### src/rtl/lsu_req_stage_pkg.sv
// Shared types and helpers for the data-memory request stage and its alignment logic.
package lsu_req_stage_pkg;

  localparam int unsigned TIMEOUT_DEFAULT = 16;
  localparam int unsigned ADDR_W_DEFAULT  = 32;

  typedef enum logic [1:0] {
    BYTE    = 2'b00,
    HALF    = 2'b01,
    WORD    = 2'b10,
    ILLEGAL = 2'b11
  } mem_size_e;

  typedef enum logic [1:0] {
    IDLE  = 2'd0,
    REQ   = 2'd1,
    WAIT  = 2'd2,
    DRAIN = 2'd3
  } lsu_state_e;

  // Natural alignment: halves on even bytes, words on word boundaries, size 11 never.
  function automatic logic is_aligned(mem_size_e size, logic [1:0] off);
    case (size)
      BYTE:    return 1'b1;
      HALF:    return ~off[0];
      WORD:    return (off == 2'b00);
      default: return 1'b0;
    endcase
  endfunction

  // Byte-lane enables; loads and stores share the same pattern.
  function automatic logic [3:0] be_for(mem_size_e size, logic [1:0] off);
    case (size)
      BYTE:    return 4'b0001 << off;
      HALF:    return 4'b0011 << off;
      WORD:    return 4'b1111;
      default: return 4'b0000;
    endcase
  endfunction

  // Replicate the low bits across all lanes so the memory picks the enabled ones.
  function automatic logic [31:0] replicate_wdata(mem_size_e size, logic [31:0] data);
    case (size)
      BYTE:    return {4{data[7:0]}};
      HALF:    return {2{data[15:0]}};
      default: return data;
    endcase
  endfunction

endpackage

### src/rtl/lsu_req_stage_if.sv
// Data-memory bus with req/gnt/rvalid handshake; master is the request stage.
interface lsu_req_stage_if #(
  parameter int unsigned ADDR_W = 32
) ();
  logic              req;
  logic              we;
  logic [3:0]        be;
  logic [ADDR_W-1:0] addr;
  logic [31:0]       wdata;
  logic              gnt;
  logic              rvalid;

  modport master (output req, we, be, addr, wdata, input gnt, rvalid);
  modport slave  (input req, we, be, addr, wdata, output gnt, rvalid);
endinterface

### src/rtl/lsu_req_stage_align.sv
// Combinational alignment check, byte-enable and store-data lane generation.
module lsu_req_stage_align
  import lsu_req_stage_pkg::*;
(
  input  mem_size_e   size_i,
  input  logic [1:0]  off_i,
  input  logic [31:0] data_i,
  output logic        aligned_o,
  output logic [3:0]  be_o,
  output logic [31:0] wdata_o
);
  assign aligned_o = is_aligned(size_i, off_i);
  assign be_o      = be_for(size_i, off_i);
  assign wdata_o   = replicate_wdata(size_i, data_i);
endmodule

### src/rtl/lsu_req_stage.sv
// Data-memory request issuer: registers the bus request, stalls until the response
// returns, drains squashed responses and flags misaligned accesses and bus timeouts.
module lsu_req_stage
  import lsu_req_stage_pkg::*;
#(
  parameter int unsigned TIMEOUT_CYCLES = TIMEOUT_DEFAULT,
  parameter int unsigned ADDR_W         = ADDR_W_DEFAULT
) (
  input  logic              clk_i,
  input  logic              rst_ni,
  input  logic              valid_i,
  input  logic              mem_read_i,
  input  logic              mem_write_i,
  input  logic [1:0]        mem_size_i,
  input  logic [ADDR_W-1:0] addr_i,
  input  logic [31:0]       store_data_i,
  input  logic              flush_i,
  lsu_req_stage_if.master   dmem,
  output logic              stall_o,
  output logic [1:0]        byte_offset_o,
  output logic              misaligned_o,
  output logic              bus_err_o
);

  localparam int unsigned CNT_W = (TIMEOUT_CYCLES < 2) ? 1 : $clog2(TIMEOUT_CYCLES + 1);
  localparam logic TO_EN = (TIMEOUT_CYCLES != 0);
  localparam logic [CNT_W-1:0] TO_LAST = TO_EN ? CNT_W'(TIMEOUT_CYCLES - 1) : '0;

  lsu_state_e        state_q, state_d;
  logic              req_q, req_d;
  logic              we_q, we_d;
  logic [3:0]        be_q, be_d;
  logic [ADDR_W-1:0] addr_q, addr_d;
  logic [31:0]       wdata_q, wdata_d;
  logic [1:0]        off_q, off_d;
  logic              mis_q, mis_d;
  logic              err_q, err_d;
  logic [CNT_W-1:0]  cnt_q, cnt_d;

  logic        aligned;
  logic [3:0]  be_calc;
  logic [31:0] wdata_calc;
  logic        mem_op, start, misaligned, timeout_hit;

  lsu_req_stage_align u_align (
    .size_i   (mem_size_e'(mem_size_i)),
    .off_i    (addr_i[1:0]),
    .data_i   (store_data_i),
    .aligned_o(aligned),
    .be_o     (be_calc),
    .wdata_o  (wdata_calc)
  );

  assign mem_op      = valid_i & (mem_read_i | mem_write_i);
  assign start       = mem_op & aligned & ~flush_i;
  assign misaligned  = mem_op & ~aligned & ~flush_i;
  // Counter starts at 0 on entry to WAIT/DRAIN, so the last allowed cycle sees TIMEOUT-1.
  assign timeout_hit = TO_EN && (cnt_q == TO_LAST);

  // State and registered outputs; reset abandons any transaction immediately.
  always_ff @(posedge clk_i or negedge rst_ni) begin
    if (!rst_ni) begin
      state_q <= IDLE;
      req_q   <= 1'b0;
      we_q    <= 1'b0;
      be_q    <= '0;
      addr_q  <= '0;
      wdata_q <= '0;
      off_q   <= '0;
      mis_q   <= 1'b0;
      err_q   <= 1'b0;
      cnt_q   <= '0;
    end else begin
      state_q <= state_d;
      req_q   <= req_d;
      we_q    <= we_d;
      be_q    <= be_d;
      addr_q  <= addr_d;
      wdata_q <= wdata_d;
      off_q   <= off_d;
      mis_q   <= mis_d;
      err_q   <= err_d;
      cnt_q   <= cnt_d;
    end
  end

  // Next-state: grant beats flush in REQ; response beats timeout beats flush in WAIT.
  always_comb begin
    state_d = state_q;
    case (state_q)
      IDLE:  if (start) state_d = REQ;
      REQ: begin
        if (dmem.gnt)    state_d = flush_i ? DRAIN : WAIT;
        else if (flush_i) state_d = IDLE;
      end
      WAIT: begin
        if (dmem.rvalid)      state_d = IDLE;
        else if (timeout_hit) state_d = IDLE;
        else if (flush_i)     state_d = DRAIN;
      end
      DRAIN: if (dmem.rvalid || timeout_hit) state_d = IDLE;
      default: state_d = IDLE;
    endcase
  end

  // Outputs: request/payload capture, flag pulses, timeout counter and stall.
  always_comb begin
    req_d   = req_q;
    we_d    = we_q;
    be_d    = be_q;
    addr_d  = addr_q;
    wdata_d = wdata_q;
    off_d   = off_q;
    mis_d   = 1'b0;
    err_d   = 1'b0;
    cnt_d   = cnt_q;
    stall_o = 1'b0;
    case (state_q)
      IDLE: begin
        stall_o = start;
        mis_d   = misaligned;
        if (start) begin
          req_d   = 1'b1;
          we_d    = mem_write_i;
          be_d    = be_calc;
          addr_d  = {addr_i[ADDR_W-1:2], 2'b00};
          wdata_d = wdata_calc;
          off_d   = addr_i[1:0];
        end
      end
      REQ: begin
        stall_o = 1'b1;
        cnt_d   = '0;
        if (dmem.gnt || flush_i) req_d = 1'b0;
      end
      WAIT: begin
        stall_o = ~dmem.rvalid;
        err_d   = ~dmem.rvalid & timeout_hit;
        if (flush_i && !dmem.rvalid && !timeout_hit) cnt_d = '0;
        else if (cnt_q != '1)                        cnt_d = cnt_q + 1'b1;
      end
      DRAIN: begin
        stall_o = mem_op;
        if (cnt_q != '1) cnt_d = cnt_q + 1'b1;
      end
      default: ;
    endcase
  end

  assign dmem.req      = req_q;
  assign dmem.we       = we_q;
  assign dmem.be       = be_q;
  assign dmem.addr     = addr_q;
  assign dmem.wdata    = wdata_q;
  assign byte_offset_o = off_q;
  assign misaligned_o  = mis_q;
  assign bus_err_o     = err_q;

endmodule

### src/flat_wrapper.sv
// flat-port wrapper written by rule: the top's interface ports become plain ports
module lsu_req_stage_flat import lsu_req_stage_pkg::*;
#(
  parameter int unsigned TIMEOUT_CYCLES = TIMEOUT_DEFAULT,
  parameter int unsigned ADDR_W         = ADDR_W_DEFAULT
)
  (clk_i, rst_ni, valid_i, mem_read_i, mem_write_i, mem_size_i, addr_i, store_data_i, flush_i, stall_o, byte_offset_o, misaligned_o, bus_err_o, dmem_req, dmem_we, dmem_be, dmem_addr, dmem_wdata, dmem_gnt, dmem_rvalid);
  lsu_req_stage_if #(.ADDR_W(ADDR_W)) dmem_i ();
  input  logic clk_i;
  input  logic rst_ni;
  input  logic valid_i;
  input  logic mem_read_i;
  input  logic mem_write_i;
  input  logic [1:0] mem_size_i;
  input  logic [ADDR_W-1:0] addr_i;
  input  logic [31:0] store_data_i;
  input  logic flush_i;
  output logic stall_o;
  output logic [1:0] byte_offset_o;
  output logic misaligned_o;
  output logic bus_err_o;
  output wire logic [$bits(dmem_i.req)-1:0] dmem_req;
  output wire logic [$bits(dmem_i.we)-1:0] dmem_we;
  output wire logic [$bits(dmem_i.be)-1:0] dmem_be;
  output wire logic [$bits(dmem_i.addr)-1:0] dmem_addr;
  output wire logic [$bits(dmem_i.wdata)-1:0] dmem_wdata;
  input wire logic [$bits(dmem_i.gnt)-1:0] dmem_gnt;
  input wire logic [$bits(dmem_i.rvalid)-1:0] dmem_rvalid;
  assign dmem_req = dmem_i.req;
  assign dmem_we = dmem_i.we;
  assign dmem_be = dmem_i.be;
  assign dmem_addr = dmem_i.addr;
  assign dmem_wdata = dmem_i.wdata;
  assign dmem_i.gnt = dmem_gnt;
  assign dmem_i.rvalid = dmem_rvalid;
  lsu_req_stage #(.TIMEOUT_CYCLES(TIMEOUT_CYCLES), .ADDR_W(ADDR_W)) u_core (.clk_i(clk_i), .rst_ni(rst_ni), .valid_i(valid_i), .mem_read_i(mem_read_i), .mem_write_i(mem_write_i), .mem_size_i(mem_size_i), .addr_i(addr_i), .store_data_i(store_data_i), .flush_i(flush_i), .dmem(dmem_i), .stall_o(stall_o), .byte_offset_o(byte_offset_o), .misaligned_o(misaligned_o), .bus_err_o(bus_err_o));
endmodule
### config.mk
export PLATFORM = sky130hd
export DESIGN_NAME = lsu_req_stage_flat
export DESIGN_NICKNAME = d
export VERILOG_FILES = /design/src/rtl/lsu_req_stage_pkg.sv /design/src/rtl/lsu_req_stage_if.sv /design/src/rtl/lsu_req_stage_align.sv /design/src/rtl/lsu_req_stage.sv /design/src/flat_wrapper.sv
export SDC_FILE = /design/constraint.sdc
export NUM_CORES = 1
export LEC_CHECK = 0
export CORE_MARGIN = 4
export CORE_UTILIZATION = 38
export DETAILED_ROUTE_END_ITERATION = 7
export HOLD_SLACK_MARGIN = 0.02
export PLACE_DENSITY_LB_ADDON = 0.1
export SLEW_MARGIN = 20
export SYNTH_ARGS = -nofsm -noshare
export SYNTH_HDL_FRONTEND = slang
export SYNTH_SLANG_ARGS = --single-unit
### constraint.sdc
create_clock -name clk_i -period 2.14 [get_ports clk_i]
set_input_delay 0.214 -clock clk_i [delete_from_list [all_inputs] [get_ports clk_i]]
set_output_delay 0.214 -clock clk_i [all_outputs]
set_load 0.03 [all_outputs]
==> results of run 1 <==
how the worst min path moves through the flow:
stage,from,to,cells after the start
CTS,rst_ni,u_core.dmem.be[1],2
global placement,rst_ni,u_core.dmem.be[1],1
global route,rst_ni,u_core.dmem.be[1],2
detailed placement,rst_ni,u_core.dmem.be[1],1
floorplan,rst_ni,u_core.bus_err_o,0
finish,rst_ni,u_core.dmem.be[1],2
per-stage QoR:
stage	instance area, um2	utilization	hold slack (ns)
after floorplan	3640	-	-0.0816
after global placement	5270	0.568	0.0970
after detailed placement	5270	0.568	0.102
after CTS	5530	0.595	0.265
after global routing	5530	0.595	0.309
final	5530	0.595	0.283
power by group:
| part | total (uW) | switching, uW | internal (uW) |
|---|---|---|---|
| Clock | 1360 | 523 | 834 |
| Combinational | 3970 | 2130 | 1840 |
| Sequential | 2530 | 356 | 2170 |
| Total | 7860 | 3010 | 4850 |
cells in the mapped netlist, types with 2 or more instances:
library cell  instances
buf_6                 6
a21oi_1               9
mux2i_1               8
nor3b_1               3
inv_1                 5
mux2_2               81
nor2_1               10
nor3_1                4
o41ai_1               2
nand2_1              19
buf_2                 2
dfrtp_1              79
o32ai_1               2
buf_4                 3
nand3_1               7
a221o_1               2
o21ai_0              16
clkbuf_1              8
area by class of cell:
cell class | count | area share
Sequential cell | 79 | 0.358
Timing Repair Buffer | 161 | 0.291
Multi-Input combinational cell | 183 | 0.274
Tap cell | 129 | 0.0292
Clock buffer | 12 | 0.0281
Clock inverter | 3 | 0.0163
Inverter | 5 | 0.00340
sequential cells by signal, summed over array words and instances (netlist names):
name                  count
u_core.dmem.be            4
u_core.misaligned_o       1
u_core.byte_offset_o      2
u_core.state_q            2
u_core.dmem.req           1
u_core.dmem.we            1
u_core.cnt_q              5
u_core.dmem.addr         30
u_core.bus_err_o          1
u_core.dmem.wdata        32
routing by layer:
metal,global-route usage,vias to the layer above,part of all wire
met4,0.0500,0,0.012
met2,0.265,93,0.48
met1,0.202,1378,0.43
li1,-,1327,-
met5,0,-,0
met3,0.0594,12,0.077
kinds of logic (layout without fill, tap and decap cells):
family	count (synthesis)	in the layout
muxes	89	89
and+or+nand+nor	51	51
buffers and inverters	25	181
DFF	79	79
other	1	2
xor gates and xnor gates	2	2
adders and majority gates	1	1
AOI/OAI and AO/OA	38	38
worst register-to-register path: stages, from the launching register on:
cell and delay, ns:
dfrtp_1 0.39, or4_4 0.56, nor2_4 0.14, buf_12 0.27, mux2_2 0.40
what timing repair did:
item,CTS,global route
hold buffers,1,0
endpoints found under the setup margin,0,1
gates resized for setup,0,1
endpoints found under the hold margin,15,0
==> impl_results.rst, run 1 <==
.. list-table::
   :header-rows: 1

   * - Metric
     - Value
   * - Result of the run
     - complete, no violations
   * - Flop and latch count out of synthesis
     - slightly below 80
   * - Reg clk slew, reported paths
     - about 0.080 ns
   * - Critical path capture point
     - stall_o
   * - Total power
     - about 7900 uW
   * - Top cells by area in the synthesized netlist
     - dfrtp_1 (54%), mux2_2 (25%), mux2i_1 (2.2%)
   * - Cell type with the highest occurrence count on the critical path
     - buf_4
   * - Critical Path Sink Type
     - output port
   * - Diode count
     - 0
   * - Most frequent cells in the layout
     - clkdlybuf4s50_1 (144), mux2_2 (81), dfrtp_1 (79)
   * - Max Clk Rate
     - about 500 MHz
   * - Critical path launch point
     - u_core.state_q[1]
   * - Antenna violations before repair
     - 0
   * - Post-layout nets
     - 514
   * - Length of the first detailed-routing pass in iterations
     - 4
   * - Crit path setup slack, layout
     - between 0.1 and 0.15 ns
   * - Worst VDD drop
     - 0.798 mV
   * - Summed instance area of the synthesized netlist
     - between 0.003 and 0.004 mm2
   * - FF-to-FF End
     - u_core.dmem.addr[29]
   * - Class of the most critical hold timing path
     - input port to async pin
   * - Inst Count DP
     - between 500 and 600
   * - Floorplan die width
     - approximately 110 um
   * - Remaining antenna violation count
     - 0
   * - Most common library cell in the layout ignoring fill and taps
     - clkdlybuf4s50_1
   * - Total vias in the final route
     - approximately 2800
   * - Maximum capacitance violations
     - 0
   * - Setup fix buffers added after clock tree synthesis
     - 0
   * - Number of different library cells in the post-synthesis netlist
     - 38
   * - Power density over cell area
     - 1420 mW/mm2
   * - Overflow after GRT
     - 0
   * - Ratio of routed vias to standard cells
     - a little under 5
   * - Crit-path cells
     - or4_4 > buf_4 > o21ai_1 > buf_4
   * - Crit-path leading delay family
     - simple AND/OR/NAND/NOR gates
   * - Detail Placement HPWL
     - between 6000 and 7000 um
   * - H-Tree Level Count
     - 3
   * - Slowest stage cell on the critical path
     - or4_4
   * - Wire length of the first global-routing pass
     - around 15000 um
   * - Weighted congestion at the end of routability-driven global placement
     - between 0.7 and 0.8
   * - Violation count after the first detailed-route iteration
     - 53
   * - Clock insertion delay at the later pin of the skew report
     - 0.34 ns
   * - Setup violators final
     - 0
   * - Cell Rows
     - 35
   * - Hold Fails Final Rpt
     - 0
   * - Simple-gate share of the synthesized area
     - 0.0671
   * - Compound-Gate Fraction of Synth Area
     - 0.0647
   * - Post-layout minimum cycle time
     - ~2.0 ns
   * - Initial core utilization
     - 0.392
   * - Overall die height
     - 106 um
   * - Sequential cell area fraction in the yosys report
     - 0.544
   * - Critical path depth
     - 4
   * - Reg2Reg Setup Slack
     - ~0.26 ns
   * - Cells on worst reg2reg path
     - 4
   * - Average routed wire per standard cell
     - approximately 16 um
   * - Fraction of final layout cells sized beyond drive strength 1
     - 0.255
   * - Multiplexer fraction of the synthesized cell area
     - 0.273
   * - Synth warnings
     - 0
   * - Clock buffer depth
     - 2
   * - Crit Path Class
     - flop to output port
   * - EDFF count, synth
     - 0
   * - Crit-path max cell delay
     - 0.56 ns
   * - Layout filler cell count
     - between 800 and 900
   * - Most frequently used flop master after synthesis
     - dfrtp_1
   * - Arrival time reported for the critical path endpoint
     - around 1.8 ns
   * - Adder-Cell Fraction of Synth Area
     - 0.00344
   * - Number of pins with negative max-slew slack in the final report
     - 0
   * - XOR/XNOR share of the synthesized area
     - 0.00482
   * - Total area of multi-input combinational cells
     - between 0.0015 and 0.002 mm2
   * - # clock sinks
     - between 70 and 80
   * - Top-level port count
     - 149
   * - Root cell of the clock tree
     - clkbuf_8
   * - Dominant combinational cell family by area after synthesis
     - multiplexers
   * - Synthesis-to-finish area growth
     - 52.0%
   * - Final routed wirelength across all metal layers
     - between 9000 and 10000 um
   * - Startpoint type of the worst setup path
     - flop
   * - Die area
     - approximately 0.011 mm2
   * - Number of global-route vias before repair
     - roughly 2900
   * - Clock tree from TritonCTS
     - done
   * - Cell type contributing the most total cell area after synthesis
     - dfrtp_1
   * - Start of the worst register-to-register path
     - u_core.state_q[1]
   * - P_leak
     - about 0.0023 uW
   * - # port buffers
     - approximately 150
   * - Storage element area
     - 0.00198 mm2
   * - Worst-case clock skew
     - between 0.01 and 0.015 ns
   * - Placeable core area
     - about 0.0093 mm2
   * - Async set-or-reset flop fraction in the synthesized netlist
     - 1.00
   * - Proportion of netlist area held by the largest area contributor
     - 0.544
   * - Post-Route Setup TNS
     - 0 ns
   * - Ratio of final minimum period to clock period
     - 0.934
   * - Unrepaired setup endpoints after global routing
     - no
   * - GRT Resource Usage Total
     - 0.163
   * - Post-Place Worst Slack
     - -0.0669 ns
   * - Required time of the critical path
     - 1.93 ns
   * - Drc violations
     - 0
   * - Mean Syn Cell Area
     - approximately 13 um2
   * - Largest fanout on the critical path
     - 10
   * - Syn Inst Count
     - 286
   * - Finished Layout Cells
     - roughly 570
   * - Crit path buf inv count
     - 2
   * - Pin count of the biggest net entering global routing
     - 48
   * - Total CTS buffers
     - 9
(Power assumes the default switching activity.)
==> run 2: changes to the inputs <==
--- a/config.mk
+++ b/config.mk
@@ -7,9 +7,9 @@
 export LEC_CHECK = 0
 export CORE_MARGIN = 4
 export CORE_UTILIZATION = 38
+export CTS_CLUSTER_SIZE = 10
 export DETAILED_ROUTE_END_ITERATION = 7
-export HOLD_SLACK_MARGIN = 0.02
-export PLACE_DENSITY_LB_ADDON = 0.1
+export PLACE_DENSITY = 0.82
 export SLEW_MARGIN = 20
 export SYNTH_ARGS = -nofsm -noshare
 export SYNTH_HDL_FRONTEND = slang
==> impl_results.rst, run 2 (same netlist as run 1, synthesis figures left out) <==
.. list-table::
   :header-rows: 1

   * - Metric
     - Value
   * - Ratio of final minimum period to clock period
     - 0.943
   * - Result of the run
     - complete, no violations
   * - Crit path setup slack, layout
     - between 0.1 and 0.15 ns
   * - Arrival time reported for the critical path endpoint
     - 1.80 ns
   * - # port buffers
     - 146
   * - Final routed wirelength across all metal layers
     - between 9000 and 10000 um
   * - Worst-case clock skew
     - ~0.0059 ns
   * - Root cell of the clock tree
     - clkbuf_8
   * - Startpoint type of the worst setup path
     - flop
   * - Length of the first detailed-routing pass in iterations
     - 4
   * - Post-Place Worst Slack
     - -0.104 ns
   * - Crit-path cells
     - or4_4 > buf_4 > o21ai_1 > buf_4
   * - Finished Layout Cells
     - 572
   * - Post-route cell area
     - around 0.0055 mm2
   * - Required time of the critical path
     - a little under 2 ns
   * - Wire length of the first global-routing pass
     - 15700 um
   * - Diode count
     - 0
   * - Crit-path max cell delay
     - 0.56 ns
   * - Setup violators final
     - 0
   * - Reg clk slew, reported paths
     - 0.08 ns
   * - Layout filler cell count
     - 801
   * - Drc violations
     - 0
   * - Cell Rows
     - 35
   * - Remaining antenna violation count
     - 0
   * - P_leak
     - approximately 0.0023 uW
   * - Cell Area, Placed
     - 0.00530 mm2
   * - Max Clk Rate
     - between 400 and 500 MHz
   * - H-Tree Level Count
     - 3
   * - GRT Resource Usage Total
     - 0.176
   * - Clock tree from TritonCTS
     - done
   * - Overflow after GRT
     - 0
   * - Ratio of routed vias to standard cells
     - ~5.0
   * - Total CTS buffers
     - 9
   * - Number of pins with negative max-slew slack in the final report
     - 0
   * - Violation count after the first detailed-route iteration
     - 71
   * - Detail Placement HPWL
     - approximately 7000 um
   * - Floorplan die width
     - 106 um
   * - Pin count of the biggest net entering global routing
     - between 40 and 50
   * - # clock sinks
     - 79
   * - Class of the most critical hold timing path
     - input port to async pin
   * - Initial core utilization
     - 0.392
   * - Weighted congestion at the end of routability-driven global placement
     - 0.812
   * - Fraction of final layout cells sized beyond drive strength 1
     - 0.257
   * - Largest fanout on the critical path
     - 10
   * - Unrepaired setup endpoints after global routing
     - no
   * - Number of global-route vias before repair
     - around 3000
   * - Placeable core area
     - ~0.0093 mm2
   * - Maximum capacitance violations
     - 0
   * - Hold Fails Final Rpt
     - 0
   * - Clock insertion delay at the later pin of the skew report
     - between 0.3 and 0.4 ns
   * - Synthesis-to-finish area growth
     - 52.6%
   * - Post-layout nets
     - a little over 500
   * - Total vias in the final route
     - about 2800
   * - Antenna violations before repair
     - 0
   * - Average routed wire per standard cell
     - 16.6 um
   * - Slowest stage cell on the critical path
     - or4_4
   * - Clock buffer depth
     - 2
   * - Die area
     - 0.0112 mm2
   * - Top-level port count
     - about 150
   * - Most common library cell in the layout ignoring fill and taps
     - clkdlybuf4s50_1
   * - Post-layout minimum cycle time
     - between 2 and 2.5 ns
   * - Worst VDD drop
     - 0.884 mV
   * - Power density over cell area
     - roughly 1400 mW/mm2
   * - Number of flip-flops in the largest register
     - 32
   * - Overall die height
     - roughly 110 um
   * - Critical Path Sink Type
     - output port
   * - Crit Path Class
     - flop to output port
   * - Cell type with the highest occurrence count on the critical path
     - buf_4
   * - Most frequent cells in the layout
     - clkdlybuf4s50_1 (144), mux2_2 (81), dfrtp_1 (79)
   * - Inst Count DP
     - roughly 560
run 2: final timing paths:
path | from | end | slack (ns) | cells past startpoint
worst min register to register | u_core.dmem.addr[12] | u_core.dmem.addr[12] | 0.51 | 1
max in group asynchronous | rst_ni | u_core.dmem.addr[24] | 1.16 | 3
worst max register to register | u_core.state_q[1] | u_core.dmem.wdata[19] | 0.28 | 4
worst min-delay path | rst_ni | u_core.dmem.wdata[16] | 0.35 | 2
min in group clk_i | addr_i[19] | u_core.dmem.addr[19] | 0.48 | 2
worst max-delay path | u_core.state_q[1] | stall_o | 0.12 | 4
run 2: cell type report:
class	instances	area, um2	share of cell area
Sequential cell	79	1980	0.356
Multi-Input combinational cell	183	1510	0.273
Timing Repair Buffer	162	1640	0.296
Clock buffer	10	138	0.0248
Tap cell	129	161	0.0291
Inverter	5	18.8	0.00338
Clock inverter	4	95.1	0.0171
run 2: worst max-delay path, delay by kind of cell (launching register included):
| kind | cells | cell delay, ns |
|---|---|---|
| AO/OA/AOI/OAI | 1 | 0.14 |
| buffers and inverters | 2 | 0.37 |
| flip-flops | 1 | 0.39 |
| AND/OR/NAND/NOR | 1 | 0.56 |
run 2: timing repair:
item | 4_1_cts | 5_1_grt
setup endpoints to repair | 0 | 1
hold buffers | 1 | 0
hold endpoints to repair | 31 | 0
gates resized for setup | 0 | 1
buffers inserted | 0 | 0
run 2: power breakdown:
part	leakage, uW	switching [uW]	internal, uW
combinational	0.00122	2150	1850
clock	0.000118	521	793
sequential	0.000968	366	2170
total	0.00231	3030	4820
run 2: layer usage:
layer / vias up / wire [um] / track usage / share of wire
li1: 1336 / - / - / -
met1: 1401 / 3790 / 0.205 / 0.40
met2: 96 / 4930 / 0.308 / 0.52
met3: 12 / 587 / 0.0502 / 0.062
met4: 0 / 193 / 0.0620 / 0.020
met5: - / 0 / 0 / 0
run 2: per-stage QoR:
step           hold WS [ns]  TNS (ns)  utilization  power (uW)
6_report              0.351         0        0.597        7850
3_5_place_dp          0.187     -5.05        0.571        6610
2_1_floorplan       -0.0816         0            -        4780
4_1_cts               0.348         0        0.597        7950
3_3_place_gp          0.181     -3.30        0.571        6490
5_1_grt               0.387         0        0.597        8280
==> run 3: changes to the inputs <==
--- a/config.mk
+++ b/config.mk
@@ -10,6 +10,7 @@
 export CTS_CLUSTER_SIZE = 10
 export DETAILED_ROUTE_END_ITERATION = 7
 export PLACE_DENSITY = 0.82
+export REMOVE_ABC_BUFFERS = 1
 export SLEW_MARGIN = 20
 export SYNTH_ARGS = -nofsm -noshare
 export SYNTH_HDL_FRONTEND = slang
==> impl_results.rst, run 3 (same netlist as run 1, synthesis figures left out) <==
.. list-table::
   :header-rows: 1

   * - Metric
     - Value
   * - # clock sinks
     - 79
   * - Worst-case clock skew
     - between 0.01 and 0.015 ns
   * - Worst VDD drop
     - between 0.7 and 0.8 mV
   * - Diode count
     - 0
   * - Wire length of the first global-routing pass
     - between 15000 and 20000 um
   * - Top-level port count
     - approximately 150
   * - Weighted congestion at the end of routability-driven global placement
     - a little under 0.9
   * - # port buffers
     - around 150
   * - Remaining antenna violation count
     - 0
   * - Finished Layout Cells
     - between 500 and 600
   * - Hold Fails Final Rpt
     - 0
   * - Initial core utilization
     - 0.392
   * - Cell Rows
     - 35
   * - Ratio of final minimum period to clock period
     - 0.971
   * - Total area of multi-input combinational cells
     - 0.00151 mm2
   * - GRT Resource Usage Total
     - 0.170
   * - Post-layout nets
     - approximately 520
   * - Fraction of final layout cells sized beyond drive strength 1
     - 0.265
   * - Layout filler cell count
     - around 760
   * - Crit Path Class
     - flop to output port
   * - H-Tree Level Count
     - 3
   * - Startpoint type of the worst setup path
     - flop
   * - Number of pins with negative max-slew slack in the final report
     - 0
   * - Minimum hold slack
     - roughly 0.37 ns
   * - Synthesis-to-finish area growth
     - 52.5%
   * - Largest fanout on the critical path
     - 10
   * - Post-Place Worst Slack
     - -0.0508 ns
   * - Overflow after GRT
     - 0
   * - Result of the run
     - complete, no violations
   * - Post-layout minimum cycle time
     - approximately 2.1 ns
   * - Number of global-route vias before repair
     - a little over 3000
   * - Clock tree from TritonCTS
     - done
   * - Number of flip-flops in the largest register
     - 32
   * - Slew margin rel.
     - 0.667
   * - Total vias in the final route
     - approximately 2800
   * - Die area
     - between 0.01 and 0.015 mm2
   * - Antenna violations before repair
     - 0
   * - Root cell of the clock tree
     - clkbuf_8
   * - Reg clk slew, reported paths
     - ~0.090 ns
   * - Storage element area
     - roughly 0.0020 mm2
   * - Arrival time reported for the critical path endpoint
     - roughly 1.9 ns
   * - Setup violators final
     - 0
   * - Average routed wire per standard cell
     - 16.3 um
   * - Inst Count DP
     - approximately 560
   * - Detail Placement HPWL
     - around 7000 um
   * - Most frequent cells in the layout
     - clkdlybuf4s50_1 (144), mux2_2 (81), dfrtp_1 (78)
   * - Ratio of routed vias to standard cells
     - 4.94
   * - Class of the most critical hold timing path
     - input port to async pin
   * - Pin count of the biggest net entering global routing
     - 44
   * - Floorplan die width
     - approximately 110 um
   * - Power density over cell area
     - 1420 mW/mm2
   * - Maximum capacitance violations
     - 0
   * - Max Clk Rate
     - between 400 and 500 MHz
   * - Clock buffer depth
     - 2
   * - Unrepaired setup endpoints after global routing
     - no
   * - Clock insertion delay at the later pin of the skew report
     - 0.34 ns
   * - Total CTS buffers
     - 9
   * - Crit path setup slack, layout
     - between 0.06 and 0.07 ns
   * - Final routed wirelength across all metal layers
     - a little over 9000 um
   * - Critical Path Sink Type
     - output port
   * - Drc violations
     - 0
   * - Slew at the pin with the worst max-slew slack
     - around 0.5 ns
   * - Violation count after the first detailed-route iteration
     - between 50 and 60
   * - P_leak
     - ~0.0023 uW
   * - Required time of the critical path
     - around 1.9 ns
   * - Total power
     - ~8000 uW
   * - Length of the first detailed-routing pass in iterations
     - 4
   * - Most common library cell in the layout ignoring fill and taps
     - clkdlybuf4s50_1
   * - Overall die height
     - 106 um
   * - Placeable core area
     - 0.00928 mm2
[run 3: final timing paths]
kind                                       from                     to  slack [ns]  cells past startpoint
max in group asynchronous                rst_ni      u_core.state_q[0]        1.14                      3
max reg2reg                   u_core.state_q[0]   u_core.dmem.addr[10]        0.27                      4
min in group clk_i                   addr_i[16]   u_core.dmem.addr[16]        0.48                      2
min                                      rst_ni  u_core.dmem.wdata[29]        0.37                      2
max                           u_core.state_q[0]                stall_o        0.06                      4
min reg2reg                u_core.dmem.wdata[1]   u_core.dmem.wdata[1]        0.51                      1
[run 3: power by group]
| part | switching, uW | leakage, uW | internal, uW |
|---|---|---|---|
| Sequential | 379 | 0.000967 | 2180 |
| Combinational | 2130 | 0.00123 | 1850 |
| Clock | 516 | 0.000118 | 793 |
[run 3: area by class of cell]
cell class,count,area share
multi-input cells,183,0.273
clock buffers,10,0.0248
clock inverters,4,0.0172
flip-flops and latches,79,0.357
well taps,129,0.0291
repair buffers,165,0.296
inverters,5,0.00339
[run 3: per-stage QoR]
step,instance area [um2],TNS (ns),utilization
floorplan,3500,-78.94,-
global placement,5290,-0.421,0.570
detailed placement,5290,-1.15,0.570
CTS,5540,0,0.597
global route,5540,0,0.597
finish,5540,0,0.597
[run 3: what timing repair did]
item | 4_1_cts | 5_1_grt
hold buffers | 1 | 0
endpoints found under the setup margin | 1 | 0
hold endpoints to repair | 36 | 0
resized for setup | 1 | 0
buffers inserted | 1 | 0
[run 3: layer usage]
metal  up-vias  part of all wire  track usage
met3        10             0.075       0.0563
met1      1379              0.42        0.203
met5         -                 0            0
met2       113              0.50        0.285
li1       1337                 -            -
met4         0             0.013       0.0638
[run 3: worst max-delay path, stage by stage (launching register included)]
cell and delay, ns:
dfrtp_2 0.42, or4_4 0.54, buf_4 0.19, o21ai_0 0.19, buf_4 0.20
